==> src/rtl/audio_pkg.sv <==
// Shared audio types and I2S defaults for the pedal output stage.
package audio_pkg;

  localparam int SAMPLE_WIDTH   = 24;
  localparam int I2S_SLOT_BITS  = 32;
  localparam int I2S_BCLK_DIV   = 4;
  localparam int I2S_FIFO_DEPTH = 4;

  typedef struct packed {
    logic [SAMPLE_WIDTH-1:0] left;
    logic [SAMPLE_WIDTH-1:0] right;
  } stereo_sample_t;

  // Bits needed for a counter spanning 0..n-1, never less than one.
  function automatic int counter_width(input int n);
    return (n > 1) ? $clog2(n) : 1;
  endfunction

endpackage

==> src/rtl/sample_fifo.sv <==
// Synchronous FIFO of stereo pairs. Read data is the head entry whenever empty is low.
module sample_fifo
  import audio_pkg::*;
#(
  parameter int  DEPTH  = I2S_FIFO_DEPTH,
  parameter type item_t = stereo_sample_t
) (
  input  logic                   clk,
  input  logic                   reset,
  input  logic                   push,
  input  item_t                  wdata,
  input  logic                   pop,
  output item_t                  rdata,
  output logic                   full,
  output logic                   empty,
  output logic [$clog2(DEPTH):0] count
);

  localparam int AW = counter_width(DEPTH);
  localparam int CW = $clog2(DEPTH) + 1;
  localparam logic [CW-1:0] DEPTH_C = CW'(DEPTH);

  item_t         mem [DEPTH];
  logic [AW-1:0] wr_ptr;
  logic [AW-1:0] rd_ptr;
  logic          do_push;
  logic          do_pop;

  assign do_push = push && !full;
  assign do_pop  = pop && !empty;
  assign full    = (count == DEPTH_C);
  assign empty   = (count == '0);
  assign rdata   = mem[rd_ptr];

  // Storage write; entries need no reset because the empty flag masks stale data.
  always_ff @(posedge clk) begin
    if (do_push) mem[wr_ptr] <= wdata;
  end

  // Pointer and occupancy bookkeeping; a simultaneous push and pop leaves count unchanged.
  always_ff @(posedge clk or negedge reset) begin
    if (!reset) begin
      wr_ptr <= '0;
      rd_ptr <= '0;
      count  <= '0;
    end else begin
      if (do_push) wr_ptr <= wr_ptr + AW'(1);
      if (do_pop)  rd_ptr <= rd_ptr + AW'(1);
      case ({do_push, do_pop})
        2'b10:   count <= count + CW'(1);
        2'b01:   count <= count - CW'(1);
        default: count <= count;
      endcase
    end
  end

endmodule

==> src/rtl/i2s_transmitter.sv <==
// I2S master transmitter: buffers stereo pairs, generates BCLK/LRCLK and shifts
// samples out MSB first, sending silence and flagging underrun when starved.
module i2s_transmitter
  import audio_pkg::*;
#(
  parameter int WIDTH      = SAMPLE_WIDTH,
  parameter int SLOT_BITS  = I2S_SLOT_BITS,
  parameter int BCLK_DIV   = I2S_BCLK_DIV,
  parameter int FIFO_DEPTH = I2S_FIFO_DEPTH
) (
  input  logic             clk,
  input  logic             reset,
  input  logic             enable,
  input  logic             s_valid,
  input  logic [WIDTH-1:0] s_left,
  input  logic [WIDTH-1:0] s_right,
  output logic             s_ready,
  output logic             bclk,
  output logic             lrclk,
  output logic             sdata,
  output logic             underrun
);

  localparam int DIV_W = counter_width(BCLK_DIV);
  localparam int BIT_W = counter_width(2 * SLOT_BITS);
  localparam int CNT_W = $clog2(FIFO_DEPTH) + 1;

  localparam logic [DIV_W-1:0] DIV_LAST = DIV_W'(BCLK_DIV - 1);
  localparam logic [BIT_W-1:0] BIT_LAST = BIT_W'(2 * SLOT_BITS - 1);
  localparam logic [BIT_W-1:0] SLOT_C   = BIT_W'(SLOT_BITS);
  localparam logic [BIT_W-1:0] WIDTH_C  = BIT_W'(WIDTH);
  localparam logic [CNT_W-1:0] DEPTH_C  = CNT_W'(FIFO_DEPTH);

  typedef struct packed {
    logic [WIDTH-1:0] left;
    logic [WIDTH-1:0] right;
  } pair_t;

  pair_t            fifo_wdata;
  pair_t            fifo_rdata;
  logic             fifo_full;
  logic             fifo_empty;
  logic [CNT_W-1:0] fifo_count;
  logic [CNT_W-1:0] count_next;
  logic             push;
  logic             pop;

  logic             active;
  logic [DIV_W-1:0] div_cnt;
  logic [BIT_W-1:0] bit_cnt;
  logic [BIT_W-1:0] bit_next;
  logic [BIT_W-1:0] slot_bit;
  logic             falling;
  logic             frame_start;
  logic [WIDTH-1:0] left_sr;
  logic [WIDTH-1:0] right_sr;

  assign fifo_wdata  = {s_left, s_right};
  assign push        = s_valid && s_ready && !fifo_full;
  assign falling     = active && (div_cnt == DIV_LAST) && bclk;
  assign bit_next    = (bit_cnt == BIT_LAST) ? '0 : bit_cnt + BIT_W'(1);
  assign slot_bit    = (bit_next >= SLOT_C) ? bit_next - SLOT_C : bit_next;
  assign frame_start = enable && (!active || (falling && (bit_cnt == BIT_LAST)));
  assign pop         = frame_start && !fifo_empty;

  sample_fifo #(
    .DEPTH  (FIFO_DEPTH),
    .item_t (pair_t)
  ) u_fifo (
    .clk   (clk),
    .reset (reset),
    .push  (push),
    .wdata (fifo_wdata),
    .pop   (pop),
    .rdata (fifo_rdata),
    .full  (fifo_full),
    .empty (fifo_empty),
    .count (fifo_count)
  );

  // Occupancy after this cycle's push/pop, used to register the ready flag.
  always_comb begin
    count_next = fifo_count;
    if (push && !pop)      count_next = fifo_count + CNT_W'(1);
    else if (!push && pop) count_next = fifo_count - CNT_W'(1);
  end

  // Ready is registered so upstream never sees a path from s_valid.
  always_ff @(posedge clk or negedge reset) begin
    if (!reset) s_ready <= 1'b0;
    else        s_ready <= (count_next != DEPTH_C);
  end

  // Bit clock divider and frame position; everything parks at zero while disabled.
  always_ff @(posedge clk or negedge reset) begin
    if (!reset) begin
      active  <= 1'b0;
      div_cnt <= '0;
      bclk    <= 1'b0;
      bit_cnt <= '0;
      lrclk   <= 1'b0;
    end else if (!enable) begin
      active  <= 1'b0;
      div_cnt <= '0;
      bclk    <= 1'b0;
      bit_cnt <= '0;
      lrclk   <= 1'b0;
    end else if (!active) begin
      active  <= 1'b1;
      div_cnt <= '0;
      bclk    <= 1'b0;
      bit_cnt <= '0;
      lrclk   <= 1'b0;
    end else if (div_cnt == DIV_LAST) begin
      div_cnt <= '0;
      bclk    <= !bclk;
      if (bclk) begin
        bit_cnt <= bit_next;
        lrclk   <= (bit_next >= SLOT_C);
      end
    end else begin
      div_cnt <= div_cnt + DIV_W'(1);
    end
  end

  // Frame-start load (or silence on underrun) and MSB-first serialization on falling BCLK.
  always_ff @(posedge clk or negedge reset) begin
    if (!reset) begin
      left_sr  <= '0;
      right_sr <= '0;
      sdata    <= 1'b0;
      underrun <= 1'b0;
    end else begin
      underrun <= frame_start && fifo_empty;
      if (!enable) begin
        sdata <= 1'b0;
      end else if (frame_start) begin
        sdata    <= 1'b0;
        left_sr  <= pop ? fifo_rdata.left  : '0;
        right_sr <= pop ? fifo_rdata.right : '0;
      end else if (falling) begin
        if ((slot_bit != '0) && (slot_bit <= WIDTH_C)) begin
          if (bit_next >= SLOT_C) begin
            sdata    <= right_sr[WIDTH-1];
            right_sr <= right_sr << 1;
          end else begin
            sdata   <= left_sr[WIDTH-1];
            left_sr <= left_sr << 1;
          end
        end else begin
          sdata <= 1'b0;
        end
      end
    end
  end

endmodule

==> config.mk <==
export PLATFORM = sky130hd
export DESIGN_NAME = i2s_transmitter
export DESIGN_NICKNAME = d
export VERILOG_FILES = /design/src/rtl/audio_pkg.sv /design/src/rtl/sample_fifo.sv /design/src/rtl/i2s_transmitter.sv
export SDC_FILE = /design/constraint.sdc
export NUM_CORES = 1
export LEC_CHECK = 0
export CAP_MARGIN = 20
export CORE_ASPECT_RATIO = 0.9
export CORE_MARGIN = 3
export CORE_UTILIZATION = 25
export CTS_CLUSTER_DIAMETER = 120
export DETAILED_ROUTE_END_ITERATION = 10
export PLACE_DENSITY = 0.37
export SLEW_MARGIN = 20
export SYNTH_ARGS = -nofsm -noshare
export SYNTH_HDL_FRONTEND = slang
export SYNTH_SLANG_ARGS = --single-unit
==> constraint.sdc <==
create_clock -name clk -period 5.5 [get_ports clk]
set_input_delay 0.55 -clock clk [delete_from_list [all_inputs] [get_ports clk]]
set_output_delay 0.55 -clock clk [all_outputs]
set_load 0.05 [all_outputs]
==> impl_metrics.prom, run 1 <==
# TYPE chip_impl_metric gauge
chip_impl_metric{name="cts.sink_count",unit=""} 261
chip_impl_info{name="startpoint",value="bit_cnt[0]$_DFFE_PN0P_"} 1
chip_impl_metric{name="wl_per_cell",unit="um"} 18.5
chip_impl_info{name="status",value="complete, no violations"} 1
chip_impl_metric{name="crit_arrival",unit="ns"} 3.53
chip_impl_metric{name="netlist_area_pre_place",unit="sq um"} 10500
chip_impl_metric{name="design.final.nets",unit=""} 718
chip_impl_metric{name="fp.dieH",unit="um"} 200
chip_impl_metric{name="max-vdd-ir-drop",unit="mV"} 0.211
chip_impl_metric{name="timing.critical_path.fanout_max",unit=""} 51
chip_impl_metric{name="io_buffers",unit=""} 56
chip_impl_metric{name="final.period_utilization",unit=""} 0.564
chip_impl_metric{name="cts-buffers-inserted",unit=""} 29
chip_impl_metric{name="leakage",unit="uW"} 0.00448
chip_impl_metric{name="synth-seq-cells",unit=""} 261
chip_impl_info{name="endpoint_kind",value="flop"} 1
chip_impl_metric{name="timing_worst_slew_pin_value",unit="ns"} 0.885
chip_impl_metric{name="hpwl",unit="mm"} 12.5
chip_impl_metric{name="post_synth.cell_area_avg",unit="sq um"} 17.7
chip_impl_info{name="critPathSlowestCell",value="sky130_fd_sc_hd__clkinv_2"} 1
chip_impl_metric{name="die_area",unit="sq um"} 44400
chip_impl_metric{name="async_reset_ff_frac",unit=""} 0.264
chip_impl_metric{name="synth_cell_type_count",unit=""} 48
chip_impl_metric{name="synth.net_count",unit=""} 656
chip_impl_info{name="critical_path_class",value="flop to flop"} 1
chip_impl_info{name="cts_root_buf",value="sky130_fd_sc_hd__clkbuf_16"} 1
chip_impl_metric{name="timing.critical_path.slowest_cell_delay",unit="ns"} 0.66
chip_impl_metric{name="clkTransAtPathRegs",unit="ns"} 0.06
chip_impl_info{name="crit-reg2reg-launch",value="bit_cnt[0]$_DFFE_PN0P_"} 1
chip_impl_metric{name="global_route_congestion_overflow_total",unit=""} 0
chip_impl_metric{name="dpl-instance-area",unit="sq um"} 11600
chip_impl_metric{name="global_route.usage.total",unit=""} 0.102
chip_impl_metric{name="detailroute.via_count",unit=""} 5253
chip_impl_info{name="hold_class",value="input pin to asynchronous set/reset pin"} 1
chip_impl_metric{name="report.final.slew_viol_count",unit=""} 0
chip_impl_metric{name="grt_pass1_wl",unit="mm"} 35.7
chip_impl_info{name="cpLargestDelayFamily",value="adder cells"} 1
chip_impl_metric{name="cts_setup_buffers",unit=""} 0
chip_impl_metric{name="coreArea",unit="sq um"} 41000
chip_impl_metric{name="total_placed_cells_including_tap_cells",unit=""} 1161
chip_impl_metric{name="standard_cell_row_count",unit=""} 70
chip_impl_metric{name="clock_tree.buffer_depth",unit=""} 3
chip_impl_metric{name="floorplan.die.width",unit="um"} 222
chip_impl_info{name="worst_setup_path_start_kind",value="flop"} 1
chip_impl_metric{name="finish.cell_count_without_fillers",unit=""} 1217
chip_impl_metric{name="worstPathRequired",unit="ns"} 5.93
chip_impl_metric{name="io_pins",unit=""} 57
chip_impl_metric{name="remaining_drc_errors",unit=""} 0
chip_impl_metric{name="starting_drt_drc_count",unit=""} 255
chip_impl_metric{name="min_period",unit="ns"} 3.10
chip_impl_metric{name="timing.max_slew.rel_slack",unit=""} 0.409
chip_impl_metric{name="cts_hold_repair.buffers",unit=""} 0
chip_impl_metric{name="syn_to_final_growth",unit="%"} 19.5
chip_impl_metric{name="ctsResizeCount",unit=""} 0
chip_impl_metric{name="hold_violations",unit=""} 0
chip_impl_metric{name="clock_tree.htree_level_count",unit=""} 1
chip_impl_metric{name="yosys_warnings",unit=""} 0
chip_impl_metric{name="postRouteWirelength",unit="mm"} 22.5
chip_impl_metric{name="power_per_cell_area",unit="nW/um^2"} 479
chip_impl_metric{name="largest_net_degree_at_the_start_of_global_routing",unit=""} 52
chip_impl_metric{name="first_global_vias",unit=""} 5867
chip_impl_info{name="synthFlopType",value="sky130_fd_sc_hd__edfxtp_1"} 1
chip_impl_metric{name="post_synth_inst_count",unit=""} 591
chip_impl_metric{name="detail_route.vias_per_cell",unit=""} 4.32
chip_impl_metric{name="maximum_operating_frequency",unit="MHz"} 322
chip_impl_metric{name="finalClockSkew",unit="ns"} 0.0222
chip_impl_metric{name="synth_seq_area_share",unit=""} 0.715
chip_impl_info{name="cts_tree",value="built"} 1
chip_impl_metric{name="synth_edf_count",unit=""} 192
chip_impl_metric{name="cp.buffers_inverters",unit=""} 1
chip_impl_metric{name="max_cap_viol_count",unit=""} 0
chip_impl_info{name="cp_cell_sequence",value="ha_1, nand2_1, o31ai_1, nand3_1, clkinv_2, ha_1, mux2i_1, nor2_1, xor2_1"} 1
chip_impl_metric{name="setup-tns-final",unit="ns"} 0
chip_impl_metric{name="number_of_antenna_violations_at_the_first_check_in_global_routing",unit=""} 1
chip_impl_metric{name="initial_utilization",unit=""} 0.256
chip_impl_metric{name="stdcell_area",unit="sq um"} 12500
chip_impl_metric{name="setup_violations",unit=""} 0
chip_impl_metric{name="clk_latency",unit="ns"} 0.57
chip_impl_metric{name="number_of_nets_still_failing_antenna_checks_after_routing",unit=""} 0
chip_impl_info{name="crit_path_most_repeated_cell",value="sky130_fd_sc_hd__ha_1"} 1
chip_impl_metric{name="drt_first_pass_iters",unit=""} 4
chip_impl_metric{name="routabilityCongestion",unit=""} 0.713
chip_impl_info{name="unrepaired_setup_endpoints_after_global_routing",value="no"} 1
chip_impl_metric{name="share_of_layout_cells_above_drive_strength_1",unit=""} 0.170
-- worst paths after layout --
path	end	cells past startpoint	slack (ns)
worst max register to register	u_fifo.count[2]$_DFFE_PN0P_	9	2.40
worst min-delay path	bit_cnt[3]$_DFFE_PN0P_	1	0.01
worst min register to register	div_cnt[0]$_DFF_PN0_	1	0.44
worst max-delay path	u_fifo.count[2]$_DFFE_PN0P_	9	2.40
max in group asynchronous	u_fifo.rd_ptr[1]$_DFFE_PN0P_	2	4.39
min in group clk	div_cnt[0]$_DFF_PN0_	1	0.44
-- synthesized netlist by cell type (6+ instances only) --
cell / count / area [sq um]
sky130_fd_sc_hd__mux2i_1: 47 / 470
sky130_fd_sc_hd__inv_1: 6 / 22.5
sky130_fd_sc_hd__nand2_1: 61 / 229
sky130_fd_sc_hd__dfrtp_1: 69 / 1730
sky130_fd_sc_hd__nor2_1: 11 / 41.3
sky130_fd_sc_hd__clkbuf_1: 16 / 60.1
sky130_fd_sc_hd__mux4_2: 48 / 1080
sky130_fd_sc_hd__a21oi_1: 6 / 30.0
sky130_fd_sc_hd__xnor2_1: 8 / 70.1
sky130_fd_sc_hd__o21ai_1: 40 / 200
sky130_fd_sc_hd__o21ai_0: 11 / 55.1
sky130_fd_sc_hd__and2_1: 6 / 37.5
sky130_fd_sc_hd__edfxtp_1: 192 / 5770
sky130_fd_sc_hd__ha_1: 13 / 163
-- routing by layer --
layer / part of all wire / wire length [um] / global-route usage
met4: 0.020 / 444 / 0.0224
met3: 0.037 / 823 / 0.0232
met5: 0.00058 / 13 / 0
met1: 0.46 / 10300 / 0.138
met2: 0.48 / 10900 / 0.169
-- cell type report --
class                      count  area [sq um]
clock buffer                  41           791
antenna                        1          2.50
fill                        4061         28500
sequential                   261          7500
inverter                       7          27.5
multi-input combinational    292          2770
timing repair buffer          62           641
clock inverter                13           109
tap                          540           676
-- sequential cells by signal, summed over array words and instances (netlist names), 2 cells and up --
| register | count |
|---|---|
| bit_cnt | 6 |
| div_cnt | 2 |
| left_sr | 24 |
| right_sr | 24 |
| u_fifo.count | 3 |
| u_fifo.mem | 192 |
| u_fifo.rd_ptr | 2 |
| u_fifo.wr_ptr | 2 |
-- through the flow --
stage                     hold WS (ns)  setup slack [ns]   util  total power, uW
final                          0.00952              2.40  0.305             5990
after global routing            0.0500              2.13  0.305             6370
after CTS                      0.00631              2.15  0.305             6140
after detailed placement         0.439              2.16  0.283             4270
after global placement           0.420              2.27  0.282             4240
after floorplan                  0.254              2.78      -             3790
-- layout by cell type, fill, tap and decap left out, drive strengths merged, types with 2 or more instances in the layout --
cell	count
edfxtp	192
dfrtp	69
nand2	61
clkdlybuf4s50	55
o21ai	51
mux4	48
mux2i	47
clkbuf	41
ha	13
nor2	11
clkinv	11
xnor2	8
inv	7
a21oi	7
buf	7
and2	6
xor2	5
o211ai	4
o31ai	3
nor3	3
o21a	3
nand3	3
nand2b	2
a31oi	2
and3	2
a32o	2
a22oi	2
-- kinds of logic (layout without fill, tap and decap cells) --
kind of cell | count (synthesis) | after routing | synth area share
buffers and inverters | 38 | 123 | 0.0213
other | 0 | 1 | 0
adders and majority gates | 13 | 13 | 0.0155
and+or+nand+nor | 93 | 93 | 0.0406
DFF | 261 | 261 | 0.715
AOI/OAI and AO/OA | 77 | 77 | 0.0468
muxes | 96 | 96 | 0.149
xor gates and xnor gates | 13 | 13 | 0.0116
-- where the power goes --
group	total, uW	switching (uW)	internal, uW
Sequential	2880	265	2620
Combinational	1280	659	620
Clock	1830	780	1050
No activity file was read; power rests on OpenSTA's default activity.
==> run 2: changes to the inputs <==
==> constraint.sdc (replaced) <==
create_clock -name clk -period 3.1 [get_ports clk]
set_input_delay 0.31 -clock clk [delete_from_list [all_inputs] [get_ports clk]]
set_output_delay 0.31 -clock clk [all_outputs]
set_load 0.05 [all_outputs]
==> impl_metrics.prom, run 2 (same netlist as run 1, synthesis figures left out) <==
# TYPE chip_impl_metric gauge
chip_impl_metric{name="maximum_operating_frequency",unit="MHz"} 404
chip_impl_metric{name="number_of_antenna_violations_at_the_first_check_in_global_routing",unit=""} 1
chip_impl_metric{name="setup-tns-final",unit="ns"} 0
chip_impl_metric{name="max-vdd-ir-drop",unit="mV"} 0.349
chip_impl_info{name="largest_register",value="u_fifo.mem"} 1
chip_impl_metric{name="antenna_cells",unit=""} 0
chip_impl_metric{name="clock_tree.htree_level_count",unit=""} 1
chip_impl_metric{name="timing.critical_path.slowest_cell_delay",unit="ns"} 0.47
chip_impl_metric{name="postRouteWirelength",unit="mm"} 22.6
chip_impl_info{name="cts_tree",value="built"} 1
chip_impl_metric{name="initial_utilization",unit=""} 0.256
chip_impl_metric{name="largest_net_degree_at_the_start_of_global_routing",unit=""} 50
chip_impl_metric{name="timing.critical_path.fanout_max",unit=""} 10
chip_impl_metric{name="setup_violations",unit=""} 0
chip_impl_metric{name="share_seq_of_total_power",unit=""} 0.457
chip_impl_info{name="crit_path_most_repeated_cell",value="sky130_fd_sc_hd__ha_1"} 1
chip_impl_metric{name="coreArea",unit="sq um"} 41000
chip_impl_metric{name="first_global_vias",unit=""} 5831
chip_impl_metric{name="p_clk_frac",unit=""} 0.325
chip_impl_metric{name="remaining_drc_errors",unit=""} 0
chip_impl_metric{name="hold_violations",unit=""} 0
chip_impl_metric{name="cts_hold_repair.buffers",unit=""} 1
chip_impl_metric{name="layout.area.seq",unit="sq um"} 7500
chip_impl_info{name="layout_top_registers",value="u_fifo.mem x192, left_sr x24, right_sr x24"} 1
chip_impl_metric{name="number_of_nets_still_failing_antenna_checks_after_routing",unit=""} 0
chip_impl_info{name="cts_root_buf",value="sky130_fd_sc_hd__clkbuf_16"} 1
chip_impl_metric{name="floorplan.die.width",unit="um"} 222
chip_impl_metric{name="cts_setup_buffers",unit=""} 0
chip_impl_info{name="worst_setup_path_start_kind",value="flop"} 1
chip_impl_metric{name="drt_first_pass_iters",unit=""} 5
chip_impl_metric{name="max_cap_viol_count",unit=""} 0
chip_impl_metric{name="nFillCells",unit=""} 4026
chip_impl_metric{name="global_route_congestion_overflow_total",unit=""} 0
chip_impl_metric{name="leakage",unit="uW"} 0.00463
chip_impl_metric{name="swShare",unit=""} 0.275
chip_impl_info{name="critPathSlowestCell",value="sky130_fd_sc_hd__dfrtp_1"} 1
chip_impl_info{name="mostFrequentLayoutCell",value="sky130_fd_sc_hd__edfxtp_1"} 1
chip_impl_metric{name="min_period",unit="ns"} 2.48
chip_impl_metric{name="internal-power",unit="uW"} 8110
chip_impl_metric{name="power_per_cell_area",unit="nW/um^2"} 874
chip_impl_info{name="cpLargestDelayFamily",value="adder cells"} 1
chip_impl_metric{name="timing.max_slew.rel_slack",unit=""} 0.415
chip_impl_metric{name="clkTransAtPathRegs",unit="ns"} 0.06
chip_impl_metric{name="report.final.slew_viol_count",unit=""} 0
chip_impl_metric{name="syn_to_final_growth",unit="%"} 22.2
chip_impl_metric{name="io_buffers",unit=""} 56
chip_impl_info{name="unrepaired_setup_endpoints_after_global_routing",value="no"} 1
chip_impl_metric{name="detail_route.vias_per_cell",unit=""} 4.30
chip_impl_info{name="layout.cells.most_common_list",value="sky130_fd_sc_hd__edfxtp_1 (192), sky130_fd_sc_hd__dfrtp_1 (67), sky130_fd_sc_hd__nand2_1 (61), sky130_fd_sc_hd__clkdlybuf4s50_1 (55), sky130_fd_sc_hd__mux4_2 (48)"} 1
chip_impl_metric{name="p_switching",unit="uW"} 3080
chip_impl_metric{name="ctsResizeCount",unit=""} 0
chip_impl_metric{name="final_util",unit=""} 0.312
chip_impl_metric{name="fp.dieH",unit="um"} 200
chip_impl_metric{name="wl_per_cell",unit="um"} 18.3
chip_impl_metric{name="share_of_layout_cells_above_drive_strength_1",unit=""} 0.195
chip_impl_metric{name="final.period_utilization",unit=""} 0.799
chip_impl_metric{name="clk_latency",unit="ns"} 0.56
chip_impl_metric{name="cts.sink_count",unit=""} 261
chip_impl_metric{name="worstPathRequired",unit="ns"} 3.53
chip_impl_info{name="critical_path_class",value="flop to flop"} 1
chip_impl_metric{name="fin_worst_hold_slack",unit="ns"} 0.382
chip_impl_metric{name="die_area",unit="sq um"} 44400
chip_impl_metric{name="power.share.combinational",unit=""} 0.218
chip_impl_metric{name="cts-buffers-inserted",unit=""} 31
chip_impl_metric{name="clock_tree.buffer_depth",unit=""} 3
chip_impl_metric{name="multi_input_comb_area",unit="sq um"} 2770
chip_impl_metric{name="cp.buffers_inverters",unit=""} 1
chip_impl_info{name="cp_cell_sequence",value="ha_1, nand2_1, o31ai_1, nand3_1, inv_2, ha_1, mux2i_1, nor2_1, xor2_1"} 1
chip_impl_metric{name="standard_cell_row_count",unit=""} 70
chip_impl_metric{name="finalClockSkew",unit="ns"} 0.0129
chip_impl_metric{name="hpwl",unit="mm"} 13.6
chip_impl_metric{name="starting_drt_drc_count",unit=""} 311
chip_impl_metric{name="crit_arrival",unit="ns"} 2.91
chip_impl_metric{name="design.final.nets",unit=""} 734
chip_impl_metric{name="detailroute.via_count",unit=""} 5303
chip_impl_metric{name="largest_register_ffs",unit=""} 192
chip_impl_metric{name="routabilityCongestion",unit=""} 0.704
chip_impl_metric{name="grt_pass1_wl",unit="mm"} 35.9
chip_impl_info{name="status",value="complete, no violations"} 1
chip_impl_info{name="endpoint_kind",value="flop"} 1
chip_impl_metric{name="io_pins",unit=""} 57
chip_impl_info{name="hold_class",value="input pin to flop"} 1
chip_impl_metric{name="timing_worst_slew_pin_value",unit="ns"} 0.877
chip_impl_metric{name="global_route.usage.total",unit=""} 0.103
==> run 2: path summary, 6_finish.rpt <==
| path | startpoint | slack [ns] | depth (start not counted) | endpoint |
|---|---|---|---|---|
| min reg2reg | div_cnt[0]$_DFF_PN0_ | 0.44 | 1 | div_cnt[0]$_DFF_PN0_ |
| min in group asynchronous | reset | 0.40 | 2 | sdata$_DFFE_PN0P_ |
| max in group asynchronous | reset | 1.81 | 3 | right_sr[13]$_DFFE_PN0P_ |
| max | bit_cnt[0]$_DFFE_PN0P_ | 0.62 | 9 | u_fifo.count[2]$_DFFE_PN0P_ |
| min | enable | 0.38 | 1 | active$_DFF_PN0_ |
| max reg2reg | bit_cnt[0]$_DFFE_PN0P_ | 0.62 | 9 | u_fifo.count[2]$_DFFE_PN0P_ |
==> run 2: power by group through the flow <==
stage	Sequential (uW)	Clock (uW)	Combinational (uW)
floorplan	4930	0	1790
global placement	5180	0	2500
detailed placement	5220	0	2530
CTS	5150	3790	2540
global route	5230	3930	2730
finish	5110	3640	2440
==> run 2: routing by layer <==
metal  up-vias  global-route usage  wire, um
li1       2439                   -         -
met1      2733               0.143     10700
met2       100               0.168     10700
met3        31              0.0214       814
met4         0              0.0224       464
met5         -                   0         0
==> run 2: worst register-to-register path, cell delays in order, from the launching register on <==
cell and delay [ns]:
sky130_fd_sc_hd__dfrtp_1 0.47, sky130_fd_sc_hd__ha_1 0.38, sky130_fd_sc_hd__nand2_1 0.13, sky130_fd_sc_hd__o31ai_1 0.34
sky130_fd_sc_hd__nand3_1 0.23, sky130_fd_sc_hd__inv_2 0.15, sky130_fd_sc_hd__ha_1 0.22, sky130_fd_sc_hd__mux2i_1 0.23
sky130_fd_sc_hd__nor2_1 0.07, sky130_fd_sc_hd__xor2_1 0.14
==> run 2: area by class of cell <==
cell class / count / area share
Timing Repair Buffer: 76 / 0.0622
Multi-Input combinational cell: 292 / 0.216
Sequential cell: 261 / 0.586
Clock inverter: 17 / 0.0147
Clock buffer: 41 / 0.0666
Inverter: 7 / 0.00205
Tap cell: 540 / 0.0528
==> run 2: stage by stage <==
| step | instance area, sq um | std cells | setup WS (ns) | total power [uW] |
|---|---|---|---|---|
| floorplan | 10500 | 591 | 0.381 | 6730 |
| global route | 12800 | 1234 | 0.396 | 11900 |
| detailed placement | 11800 | 1175 | 0.621 | 7750 |
| finish | 12800 | 1234 | 0.623 | 11200 |
| global placement | 11800 | 1175 | 0.668 | 7680 |
| CTS | 12800 | 1234 | 0.603 | 11500 |
==> edit (config.mk and constraints of run 1) <==
`I2S_SLOT_BITS`: 32 -> 16.
--- a/src/rtl/audio_pkg.sv
+++ b/src/rtl/audio_pkg.sv
@@ -2,7 +2,7 @@
 package audio_pkg;
 
   localparam int SAMPLE_WIDTH   = 24;
-  localparam int I2S_SLOT_BITS  = 32;
+  localparam int I2S_SLOT_BITS  = 16;
   localparam int I2S_BCLK_DIV   = 4;
   localparam int I2S_FIFO_DEPTH = 4;
 
Formal check against the unedited RTL: same outputs for any inputs over 10 cycles, from zero or initial values and one cycle with reset low; that may be too few to reach the edited logic, so the function may still have changed.
==> edit against run 1 <==
Sequential cell count shrank 2. Total power grew 0.83%. Global-route usage grew 0.059 points. Non-clock buffer count grew 2. Clock skew shrank 15 ps. Synthesized cell count grew 5.9%. First-iteration DRC count grew 7.1%. Cell area grew 1.0%. Routed wire length grew 2.1%. Area after synthesis shrank 0.13%. Final cell count grew 2.6%. Die area shrank 0.13%. Setup slack lost 280 ps. Critical path type unchanged. Critical endpoint is now left_sr[22].
==> edit: results (changes against run 1) <==
stage,metric,value,unit,change
power,fin_total_pwr,6.041,mW,+0.83%
route,drt_iter0_drc,273,,+7.1%
finish,instances_no_fill,1249,,+2.6%
finish,fin_nets,749,,+4.3%
route,wl_per_cell,18.36,um,-0.55%
logic_synthesis,synth_compound_area_share,7.258,%,+2.6 points
logic_synthesis,yosys.cell_types.count,37,,-23%
placement,post-place-ws,1918,ps,-246.3 ps
cts,cts_buffers,31,,+6.9%
finish,diodes,0,,-1
power,p_seq,2.72,mW,-6%
global_route,grt_pass1_wl,35.83,mm,+0.29%
logic_synthesis,synth_adder_area_share,1.435,%,-0.12 points
global_route,grt_pass1_vias,5987,,+2.0%
run_status,status,finished clean,,
logic_synthesis,synthMuxAreaShare,10.81,%,-4.1 points
power,peakVddDrop,0.1656,mV,-22%
logic_synthesis,syn_area_per_cell,16.72,sq um,-5.7%
logic_synthesis,synth_xor_area_share,0.7533,%,-0.41 points
worst_setup_path,worstPathMaxFanout,26,,-49%
power,leakagePower,4.366,nW,-2.6%
power,p_comb_share,20.6,%,-0.7 points
logic_synthesis,syn-num-nets,690,,+5.2%
placement,hpwl,13.40,mm,+7.3%
finish,layout-drive-gt1-share,15.37,%,-1.6 points
logic_synthesis,async_flop_share,25.87,%,-0.57 points
sta,maxSlewHeadroom,31.85,%,-9.1 points
sta,skew,6.779,ps,-15.37 ps
power,internal-power,4.443,mW,+3.6%
worst_setup_path,cp_top_family,compound AO/OA/AOI/OAI gates,,
global_route,grt_max_degree,68,,+31%
route,vias,5557,,+5.8%
worst_setup_path,cp.arrival,3860,ps,+330 ps
placement,gp_congestion,0.6972,,-2.2%
worst_setup_path,slowest_stage,o21a_1,,
cts,insertion_delay,550,ps,-20 ps
logic_synthesis,netlist_top_cells_area,"edfxtp_1, dfrtp_1, mux4_2",,
## edit: final timing paths
path	slack, ps	start	cells past startpoint	endpoint
setup / recovery	2120	bit_cnt[0]	8	left_sr[22]
hold / removal	230	reset	2	s_ready
setup reg to reg	2120	bit_cnt[0]	8	left_sr[22]
hold reg to reg	450	div_cnt[0]	1	div_cnt[0]
max in group asynchronous	4570	reset	2	u_fifo.rd_ptr[0]
min in group clk	450	div_cnt[0]	1	div_cnt[0]
## edit: cell type report
class / count / area (sq um)
Multi-Input combinational cell: 321 / 2824
Fill cell: 4030 / 28340
Clock inverter: 19 / 242.7
Sequential cell: 259 / 7447
Timing Repair Buffer: 64 / 623.1
Clock buffer: 38 / 802.0
Inverter: 8 / 30.03
Tap cell: 540 / 675.6
## edit: layer usage
metal  wire [um]  part of all wire, %  track usage (%)  up-vias
li1            -                    -                -     2534
met1       10710                   47            14.09     2895
met2       11030                   48            17.39       93
met3         679                  3.0            1.535       35
met4         516                  2.2            2.653        0
met5           0                    0                0        -
